<file path="src/rtl/i2c_reg_sequencer.sv">
// i2c_reg_sequencer: sequences one I2C register write or register read
// through a byte-level transceiver.
//   clk, rst_n           clock, asynchronous active-low reset
//   req_en               one-cycle start pulse, accepted only while idle
//   req_write            1 = register write, 0 = register read
//   req_dev              7-bit device address
//   req_reg, req_wdata   register address, write data byte
//   busy                 transaction in flight, up to and including the done cycle
//   done, nak            end-of-transaction pulse; nak = some byte was NAKed
//   rdata                last successfully read byte
//   cin                  commands to the transceiver (one enable per cycle at most)
//   cout                 transceiver status (x_busy, tx_ack, rx_rdy, rx_out)
package i2c_reg_sequencer_pkg;
    typedef struct packed {
        logic       start_en;
        logic       restart_en;
        logic       stop_en;
        logic       tx_en;
        logic [7:0] tx_data;
        logic       rx_en;
        logic       rx_ack;
    } cin_t;

    typedef struct packed {
        logic       x_busy;
        logic       tx_ack;
        logic       rx_rdy;
        logic [7:0] rx_out;
    } cout_t;
endpackage

module i2c_reg_sequencer
    import i2c_reg_sequencer_pkg::*;
#(
    parameter bit NAK_ABORT = 1'b1
) (
    input  logic       clk,
    input  logic       rst_n,
    input  logic       req_en,
    input  logic       req_write,
    input  logic [6:0] req_dev,
    input  logic [7:0] req_reg,
    input  logic [7:0] req_wdata,
    output logic       busy,
    output logic       done,
    output logic       nak,
    output logic [7:0] rdata,
    output cin_t       cin,
    input  cout_t      cout
);

    typedef enum logic [3:0] {
        IDLE, START, TXDEV, TXREG, TXDAT, RESTART, TXDEVR, RX, STOP, FIN
    } state_t;

    state_t     state, state_nx;
    logic       wait_ph, wait_nx;   // 0 = ISSUE phase, 1 = WAIT phase
    logic       accept, step_done, is_tx, abort;

    logic       wr_q, nak_q, ready_q;
    logic [6:0] dev_q;
    logic [7:0] reg_q, wd_q, rx_q;

    assign is_tx = (state == TXDEV) || (state == TXREG) ||
                   (state == TXDAT) || (state == TXDEVR);
    // Only the byte just finished can trigger an abort; earlier NAKs would
    // already have diverted the sequence to STOP.
    assign abort = NAK_ABORT && is_tx && !cout.tx_ack;

    always_ff @(posedge clk or negedge rst_n) begin
        if (!rst_n) begin
            state   <= IDLE;
            wait_ph <= 1'b0;
        end else begin
            state   <= state_nx;
            wait_ph <= wait_nx;
        end
    end

    always_comb begin
        state_nx  = state;
        wait_nx   = wait_ph;
        cin       = '0;
        done      = 1'b0;
        accept    = 1'b0;
        step_done = 1'b0;

        // tx_data is a function of the state alone, so it stays put from the
        // enable cycle through the whole WAIT phase.
        case (state)
            TXDEV:   cin.tx_data = {dev_q, 1'b0};
            TXREG:   cin.tx_data = reg_q;
            TXDAT:   cin.tx_data = wd_q;
            TXDEVR:  cin.tx_data = {dev_q, 1'b1};
            default: cin.tx_data = 8'h00;
        endcase
        // Only a single byte is ever read, so it is always NAKed (rx_ack=0).
        cin.rx_ack = 1'b0;

        case (state)
            IDLE: begin
                // ready_q blocks acceptance until the transceiver has been
                // seen idle once after reset.
                if (req_en && (ready_q || !cout.x_busy)) begin
                    accept   = 1'b1;
                    state_nx = START;
                    wait_nx  = 1'b0;
                end
            end
            FIN: begin
                done     = 1'b1;
                state_nx = IDLE;
            end
            default: begin
                if (!cout.x_busy) begin
                    if (!wait_ph) begin
                        wait_nx = 1'b1;
                        case (state)
                            START:   cin.start_en   = 1'b1;
                            RESTART: cin.restart_en = 1'b1;
                            RX:      cin.rx_en      = 1'b1;
                            STOP:    cin.stop_en    = 1'b1;
                            default: cin.tx_en      = 1'b1;
                        endcase
                    end else begin
                        step_done = 1'b1;
                        wait_nx   = 1'b0;
                        case (state)
                            START:   state_nx = TXDEV;
                            TXDEV:   state_nx = abort ? STOP : TXREG;
                            TXREG:   state_nx = abort ? STOP : (wr_q ? TXDAT : RESTART);
                            TXDAT:   state_nx = STOP;
                            RESTART: state_nx = TXDEVR;
                            TXDEVR:  state_nx = abort ? STOP : RX;
                            RX:      state_nx = STOP;
                            STOP:    state_nx = FIN;
                            default: state_nx = IDLE;
                        endcase
                    end
                end
            end
        endcase
    end

    always_ff @(posedge clk or negedge rst_n) begin
        if (!rst_n) begin
            wr_q    <= 1'b0;
            dev_q   <= '0;
            reg_q   <= '0;
            wd_q    <= '0;
            nak_q   <= 1'b0;
            rx_q    <= '0;
            rdata   <= '0;
            ready_q <= 1'b0;
        end else begin
            if (!cout.x_busy)
                ready_q <= 1'b1;
            if (accept) begin
                wr_q  <= req_write;
                dev_q <= req_dev;
                reg_q <= req_reg;
                wd_q  <= req_wdata;
            end
            if (step_done && is_tx && !cout.tx_ack)
                nak_q <= 1'b1;
            if (state == RX && cout.rx_rdy)
                rx_q <= cout.rx_out;
            if (state == FIN) begin
                if (!wr_q && !nak_q)
                    rdata <= rx_q;
                nak_q <= 1'b0;
            end
        end
    end

    assign busy = (state != IDLE);
    assign nak  = done & nak_q;

endmodule

</file>
<file path="config.mk">
export PLATFORM = sky130hd
export DESIGN_NAME = i2c_reg_sequencer
export DESIGN_NICKNAME = d
export VERILOG_FILES = /design/src/rtl/i2c_reg_sequencer.sv
export SDC_FILE = /design/constraint.sdc
export NUM_CORES = 1
export LEC_CHECK = 0
export CAP_MARGIN = 20
export CORE_MARGIN = 1
export CORE_UTILIZATION = 35
export CTS_CLUSTER_SIZE = 30
export DETAILED_ROUTE_END_ITERATION = 10
export HOLD_SLACK_MARGIN = 0.08
export SLEW_MARGIN = 10
export SYNTH_ARGS = -nofsm -noshare
export SYNTH_HDL_FRONTEND = slang
export SYNTH_SLANG_ARGS = --single-unit
</file>
<file path="constraint.sdc">
create_clock -name clk -period 1.7 [get_ports clk]
set_clock_uncertainty 0.15 [all_clocks]
set_input_delay 0.255 -clock clk [delete_from_list [all_inputs] [get_ports clk]]
set_output_delay 0.255 -clock clk [all_outputs]
set_load 0.01 [all_outputs]
</file>
==> impl_results.md, run 1 <==
* Status: complete, but fails checks
* Failing checks: negative setup slack
* Worst Hold Class: input pin to flop
* CTS Buffer Depth at 2
* Flip-flop and latch count after synthesis at 47
* CTS tree: done
* Number of global-route vias before repair at 1,868
* Post-synth EDFFs at 0
* Commonest cells post-synth: dfrtp_1, mux2_2, nand2_1
* I/O Buffers at 61
* Final ANT Viol Nets at 0
* Syn Area/Cell at 12.53 um2
* Worst path depth at 7
* Core Util, Final at 64.56%
* Synth area leader: dfrtp_1
* Pint at 4.325 mW
* Yosys Warn Count at 0
* Worst reg2reg path depth at 7
* Critical path fanouts, max at 6
* Cell row count at 28
* Layout area overhead at 74.47%
* Reg power frac at 31.1%
* Core ar. at 6026 um2
* Pre-CTS setup slack at -0.4898 ns
* Detailed Route Iter0 Violations at 69
* Data required, critical path at 1.74 ns
* Syn Std Cell Area at 2230 um2
* CTS H-tree lvls at 2
* Worst setup margin at -0.3818 ns
* Via/cell ratio at 5.003
* Fraction of layout cells with a size suffix above 1 at 55.27%
* All-Layer GR Usage at 17.81%
* Worst skew pair latency at 0.30 ns
* RSZ-0062 raised after global routing: yes
* Top FF cell, synth: dfrtp_1
* Most used cell, CP: buf_6
* Final period util at 122.5%
* Clock group share of total power at 10.3%
* Reg-to-reg setup timing slack at -0.38 ns
* CP Buf/Inv Count at 4
* Overall power at 6.595 mW
* CP startpoint kind: flop
* Nets at 350
* Chip Height at 81.82 um
* Syn Nets at 216
* Crit path DAT at 2.12 ns
* Share of Yosys cell area claimed by the top area cell type at 52.75%
* Gate power share at 58.6%
* Die area at 6694 um2
* Hold path cells at 3
* Ys async rst share at 100.0%
* Ant diodes at 0
* Multi-input logic area at 1207 um2
* Netlist cell types at 34
* CP Capture Type: flop
* Worst vdd ir at 0.0008681 V
* Ranking of synthesized cells by area: dfrtp_1, mux2_4, mux2_2, nand2_1, a22oi_1
* Switching Share at 34.41%
* I/O Pins at 63
* Reg clk slew, reported paths at 0.09 ns
* CP startpoint: state[0]
* Antenna violations before repair at 0
* First-pass GRT wire length at 8.845 mm
* GPL Wtd Cong at 0.8482
* Setup TNS at -14.91 ns
* Clk root buf: clkbuf_8
* Hold Startpoint: cout[10]
* Pwr dens at 1695 nW/um2
* Crit-path leading delay family: buffers and inverters
* Cell with the most instances after synthesis: dfrtp_1
* Pleak at 1.851 nW
* Slowest CP cell: dfrtp_2
* Initial core utilization at 37.00%
* Slew Limit Fails at 0
* WL/cell at 15.62 um
* Reg-to-reg startpoint: state[0]
* Die Wd at 81.82 um
* Clock sinks at 47
* Drt pass-1 iters at 4
* Min Tclk post-route at 2.082 ns
* Hpwl dp at 3.562 mm
* DR DRC count at 0
* Critical Path Max Stage Delay at 0.46 ns
* WL final at 6.061 mm
* Total CTS buffers at 5
* Sequential fraction of the synthesis area at 52.75%
* FF+latch area at 1180 um2
* Hold Vio Cnt, Final at 0
* Switching power total at 2.270 mW
* Post-Syn Instances at 178
* Final setup fails at 52
* # Max-Cap Violations at 0
* Vias at 1,941
* CP Class: flop to flop
* Total congestion overflow at 0
* Largest net degree at the start of global routing at 48
* Fmax at 0.4804 GHz
* Worst path cell trace: buf_6, nor4_4, buf_4, buf_6, nand3_4, clkbuf_16, mux2_4
* Fillers at 462
cell families after synthesis:
logic type | after synthesis | share of synthesized area, %
AND/OR/NAND/NOR | 54 | 13.02
flip-flops | 47 | 52.75
multiplexers | 40 | 23.23
AO/OA/AOI/OAI | 24 | 7.857
buffers and inverters | 12 | 2.974
other | 1 | 0.1682
path summary, 6_finish.rpt:
check	endpoint
min in group asynchronous	state[2]
max in group asynchronous	state[0]
setup / recovery	dev_q[1]
hold reg to reg	rdata[2]
hold / removal	wait_ph
setup reg to reg	dev_q[1]
cell usage in the layout, fill, tap and decap left out, drive strengths merged:
cell / count
buf: 89
dfrtp: 47
clkdlybuf4s50: 43
mux2: 40
nand2: 21
nor3: 10
nor2: 8
nand2b: 8
a22oi: 7
clkbuf: 6
inv: 5
nor4: 3
a21oi: 3
o21ai: 3
o32a: 2
clkinv: 2
o311ai: 2
or2: 1
nand3: 1
o22ai: 1
o21a: 1
a211oi: 1
or4: 1
o32ai: 1
a21boi: 1
and2: 1
o41ai: 1
o2bb2ai: 1
conb: 1
dlygate4sd3: 1
dlygate4sd2: 1
layout make-up:
| class | instances | area share, % |
|---|---|---|
| Timing Repair Buffer | 135 | 33.58 |
| Sequential cell | 47 | 30.33 |
| Tap cell | 75 | 2.412 |
| Multi-Input combinational cell | 119 | 31.04 |
| Inverter | 4 | 0.3860 |
| Clock buffer | 5 | 1.769 |
| Clock inverter | 3 | 0.4825 |
per-layer routing:
layer	global-route usage (%)	vias to the layer above	part of all wire [%]
li1	-	903	-
met1	22.28	955	42
met2	29.83	71	50
met3	5.111	12	6.4
met4	4.912	0	1.5
met5	0	-	0
state kept, by name (all words and copies together) (netlist names):
name     flops
wr_q         1
reg_q        8
rdata        8
rx_q         8
dev_q        7
state        4
wait_ph      1
nak_q        1
ready_q      1
wd_q         8
power by group through the flow:
stage	Sequential, mW	Clock (mW)	Combinational, mW
final	2.05	0.679	3.86
after global routing	2.11	0.756	4.14
after CTS	1.99	0.705	3.37
after detailed placement	2.00	0	2.73
after global placement	1.99	0	2.69
after floorplan	1.96	0	1.46
worst reg2reg max path: cells and delay by family, from the launching register on:
kind / cells / cell delay (ns)
buffers and inverters: 4 / 0.63
and+or+nand+nor: 2 / 0.44
muxes: 1 / 0.29
DFF: 1 / 0.46
what timing repair did:
| item | 4_1_cts | 5_1_grt |
|---|---|---|
| endpoints found under the hold margin | 47 | 0 |
| hold buffers | 1 | 0 |
| gates resized for setup | 113 | 42 |
| setup endpoints to repair | 56 | 54 |
| cloned | 1 | 1 |
| pin swaps | 8 | 19 |
| setup buffers | 30 | 10 |
stage by stage:
| stage | area [um2] | hold WS (ns) | std cells |
|---|---|---|---|
| floorplan | 2240 | -0.1906 | 178 |
| global placement | 3196 | 0.1116 | 342 |
| detailed placement | 3196 | 0.1071 | 342 |
| CTS | 3645 | 0.2397 | 382 |
| global route | 3890 | 0.2851 | 388 |
| finish | 3890 | 0.2519 | 388 |
No activity file was read; power rests on OpenSTA's default activity.
==> inputs of run 2 (changes only) <==
--- a/config.mk
+++ b/config.mk
@@ -6,7 +6,7 @@
 export NUM_CORES = 1
 export LEC_CHECK = 0
 export CAP_MARGIN = 20
-export CORE_MARGIN = 1
+export CORE_MARGIN = 2
 export CORE_UTILIZATION = 35
 export CTS_CLUSTER_SIZE = 30
 export DETAILED_ROUTE_END_ITERATION = 10
==> run 2 against run 1 <==
Effect of this change: the run still ends with negative setup slack left; count of clock-buffer cells in the layout stayed put; routed wire length down 13%; sequential power down 2%; critical path depth unchanged; clock power rose by 23%; combinational power shrank 13%; non-clock buffer count decreased by 20; critical path type unchanged; critical endpoint is now wd_q[5].
==> impl_results.md, run 2 (same netlist as run 1, synthesis figures left out) <==
* Commonest non-fill, non-tap cell in the layout: dfrtp_1
* Met1 Use GR at 20.69% (-1.6 points)
* Cell row count at 29 (+3.6%)
* Crit-path leading delay family: buffers and inverters
* CTS tree: done
* Fraction of layout cells with a size suffix above 1 at 50.17% (-5.1 points)
* Post-route non-filler standard cell count at 370 (-4.6%)
* Grt met3 use at 4.550% (-0.56 points)
* Worst vdd ir at 0.0007657 V (-12%)
* CTS H-tree lvls at 2 (unchanged)
* Placed Cells at 344 (+0.58%)
* # Max-Cap Violations at 0 (unchanged)
* Ant diodes at 0 (unchanged)
* Clk root buf: clkbuf_8
* Initial core utilization at 35.73% (-1.3 points)
* DR DRC count at 0 (unchanged)
* Hpwl dp at 3.440 mm (-3.4%)
* Vias at 1,768 (-8.9%)
* Pleak at 1.700 nW (-8.2%)
* Drt pass-1 iters at 4 (unchanged)
* Total congestion overflow at 0 (unchanged)
* GPL Wtd Cong at 0.7789 (-8.2%)
* Die area at 7025 um2 (+4.9%)
* Final ANT Viol Nets at 0 (unchanged)
* WL/cell at 14.25 um (-8.8%)
* Layout area overhead at 63.69%
* CP startpoint kind: flop
* Detailed Route Iter0 Violations at 86 (+25%)
* Via/cell ratio at 4.778 (-4.5%)
* Final period util at 114.9% (-7.6 points)
* Worst hold margin at 0.3106 ns (+0.05866 ns)
* Reg clk slew, reported paths at 0.09 ns (about the same)
* Die Wd at 83.82 um (+2.4%)
* Crit path DAT at 1.99 ns (-0.13 ns)
* I/O Buffers at 61 (unchanged)
* CP Capture Type: flop
* Nets at 330 (-5.7%)
* Total CTS buffers at 5 (unchanged)
* Core ar. at 6241 um2 (+3.6%)
* Antenna violations before repair at 0 (unchanged)
* Chip Height at 83.82 um (+2.4%)
* Slew Limit Fails at 0 (unchanged)
* CP Class: flop to flop
* I/O Pins at 63 (unchanged)
* Global-route met2 utilization at 24.80% (-5.0 points)
* RSZ-0062 raised after global routing: yes
* First-pass GRT wire length at 8.700 mm (-1.6%)
* Critical Path Max Stage Delay at 0.46 ns (about the same)
* WL final at 5.272 mm (-13%)
* Clock sinks at 47 (unchanged)
* All-Layer GR Usage at 15.43% (-2.4 points)
* Worst Hold Class: input pin to asynchronous set/reset pin
* Final setup fails at 50 (-3.8%)
* Most Used Layer, Global Route: met2
* Largest net degree at the start of global routing at 48 (unchanged)
* Critical path fanouts, max at 7 (+1)
* CTS Buffer Depth at 2 (unchanged)
* Failing checks: negative setup slack
* Slowest CP cell: dfrtp_2
* Hold Vio Cnt, Final at 0 (unchanged)
* Most used cell, CP: buf_6
* Pwr dens at 1694 nW/um2 (about the same)
* Min Tclk post-route at 1.953 ns (-0.1287 ns)
* Commonest non-fill, non-tap cells in the layout: dfrtp_1, clkdlybuf4s50_1, buf_4
* Worst setup margin at -0.2531 ns (+0.1287 ns)
* Setup TNS at -9.455 ns (+5.460 ns)
* Worst skew pair latency at 0.30 ns (about the same)
* Data required, critical path at 1.74 ns (about the same)
* Number of global-route vias before repair at 1,799 (-3.7%)
* Fmax at 0.5120 GHz (+6.6%)
* Status: complete, but fails checks
* CP Buf/Inv Count at 4 (unchanged)
* Worst path cell trace: buf_6, buf_6, nor4_4, buf_4, nand3_4, buf_12, mux2_4
## run 2: cell count changes in the layout (fill, tap and decap cells not counted), sizes merged
cell	before	now
buf	89	69
clkinv	2	0
bufinv	0	1
clkdlybuf4s50	43	44
clkinvlp	0	1
dlygate4sd2	1	0
## run 2: power breakdown
part | internal (mW) | total (mW) | switching (mW)
Combinational | 2.01 | 3.34 | 1.33
Clock | 0.443 | 0.833 | 0.390
Sequential | 1.66 | 2.01 | 0.355
## run 2: layer usage
metal / wire length (um) / vias to the layer above / part of all wire (%)
met3: 270 / 4 / 5.1
met2: 2556 / 44 / 48
met5: 0 / - / 0
met1: 2419 / 856 / 46
li1: - / 864 / -
met4: 25 / 0 / 0.47
## run 2: through the flow
step | total power [mW] | cell area [um2] | worst slack, ns | util, %
2_1_floorplan | 3.417 | 2240 | 0.01528 | -
3_3_place_gp | 4.652 | 3186 | -0.4355 | 51.04
3_5_place_dp | 4.696 | 3186 | -0.4588 | 51.04
4_1_cts | 5.874 | 3465 | -0.3392 | 55.51
5_1_grt | 6.583 | 3650 | -0.3268 | 58.48
6_report | 6.182 | 3650 | -0.2531 | 58.48
## run 2: worst min-delay path, stage by stage
cell and delay [ns]:
dlygate4sd3_1 0.52, buf_2 0.12, buf_12 0.25
## run 2: final timing paths
path,start,to,slack (ns),cells after the start
worst max-delay path,state[2],wd_q[5],-0.25,7
worst min-delay path,rst_n,wd_q[3],0.31,3
worst max register to register,state[2],wd_q[5],-0.25,7
worst min register to register,rx_q[4],rdata[4],0.36,1
max in group asynchronous,rst_n,state[1],0.85,3
min in group clk,rx_q[4],rdata[4],0.36,1
## run 2: area by class of cell
class                      instances  area [um2]
inverter                           4       15.01
clock inverter                     3       46.29
clock buffer                       5       68.82
sequential                        47        1179
fill                             517        2591
timing repair buffer             115        1085
tap                               77       96.34
multi-input combinational        119        1160
## run 2: timing repair
action | in CTS | in global routing
resized for setup | 89 | 32
hold buffers | 1 | 0
pin swaps | 6 | 25
setup endpoints to repair | 55 | 55
buffers inserted | 10 | 5
endpoints found under the hold margin | 47 | 0
cloned | 2 | 1
==> inputs of run 3 (changes only) <==
--- a/config.mk
+++ b/config.mk
@@ -8,9 +8,10 @@
 export CAP_MARGIN = 20
 export CORE_MARGIN = 2
 export CORE_UTILIZATION = 35
+export CTS_CLUSTER_DIAMETER = 200
 export CTS_CLUSTER_SIZE = 30
 export DETAILED_ROUTE_END_ITERATION = 10
-export HOLD_SLACK_MARGIN = 0.08
+export HOLD_SLACK_MARGIN = 0.12
 export SLEW_MARGIN = 10
 export SYNTH_ARGS = -nofsm -noshare
 export SYNTH_HDL_FRONTEND = slang
==> results of run 3 <==
Final layout, timing and power as in run 2 (identical DEF).
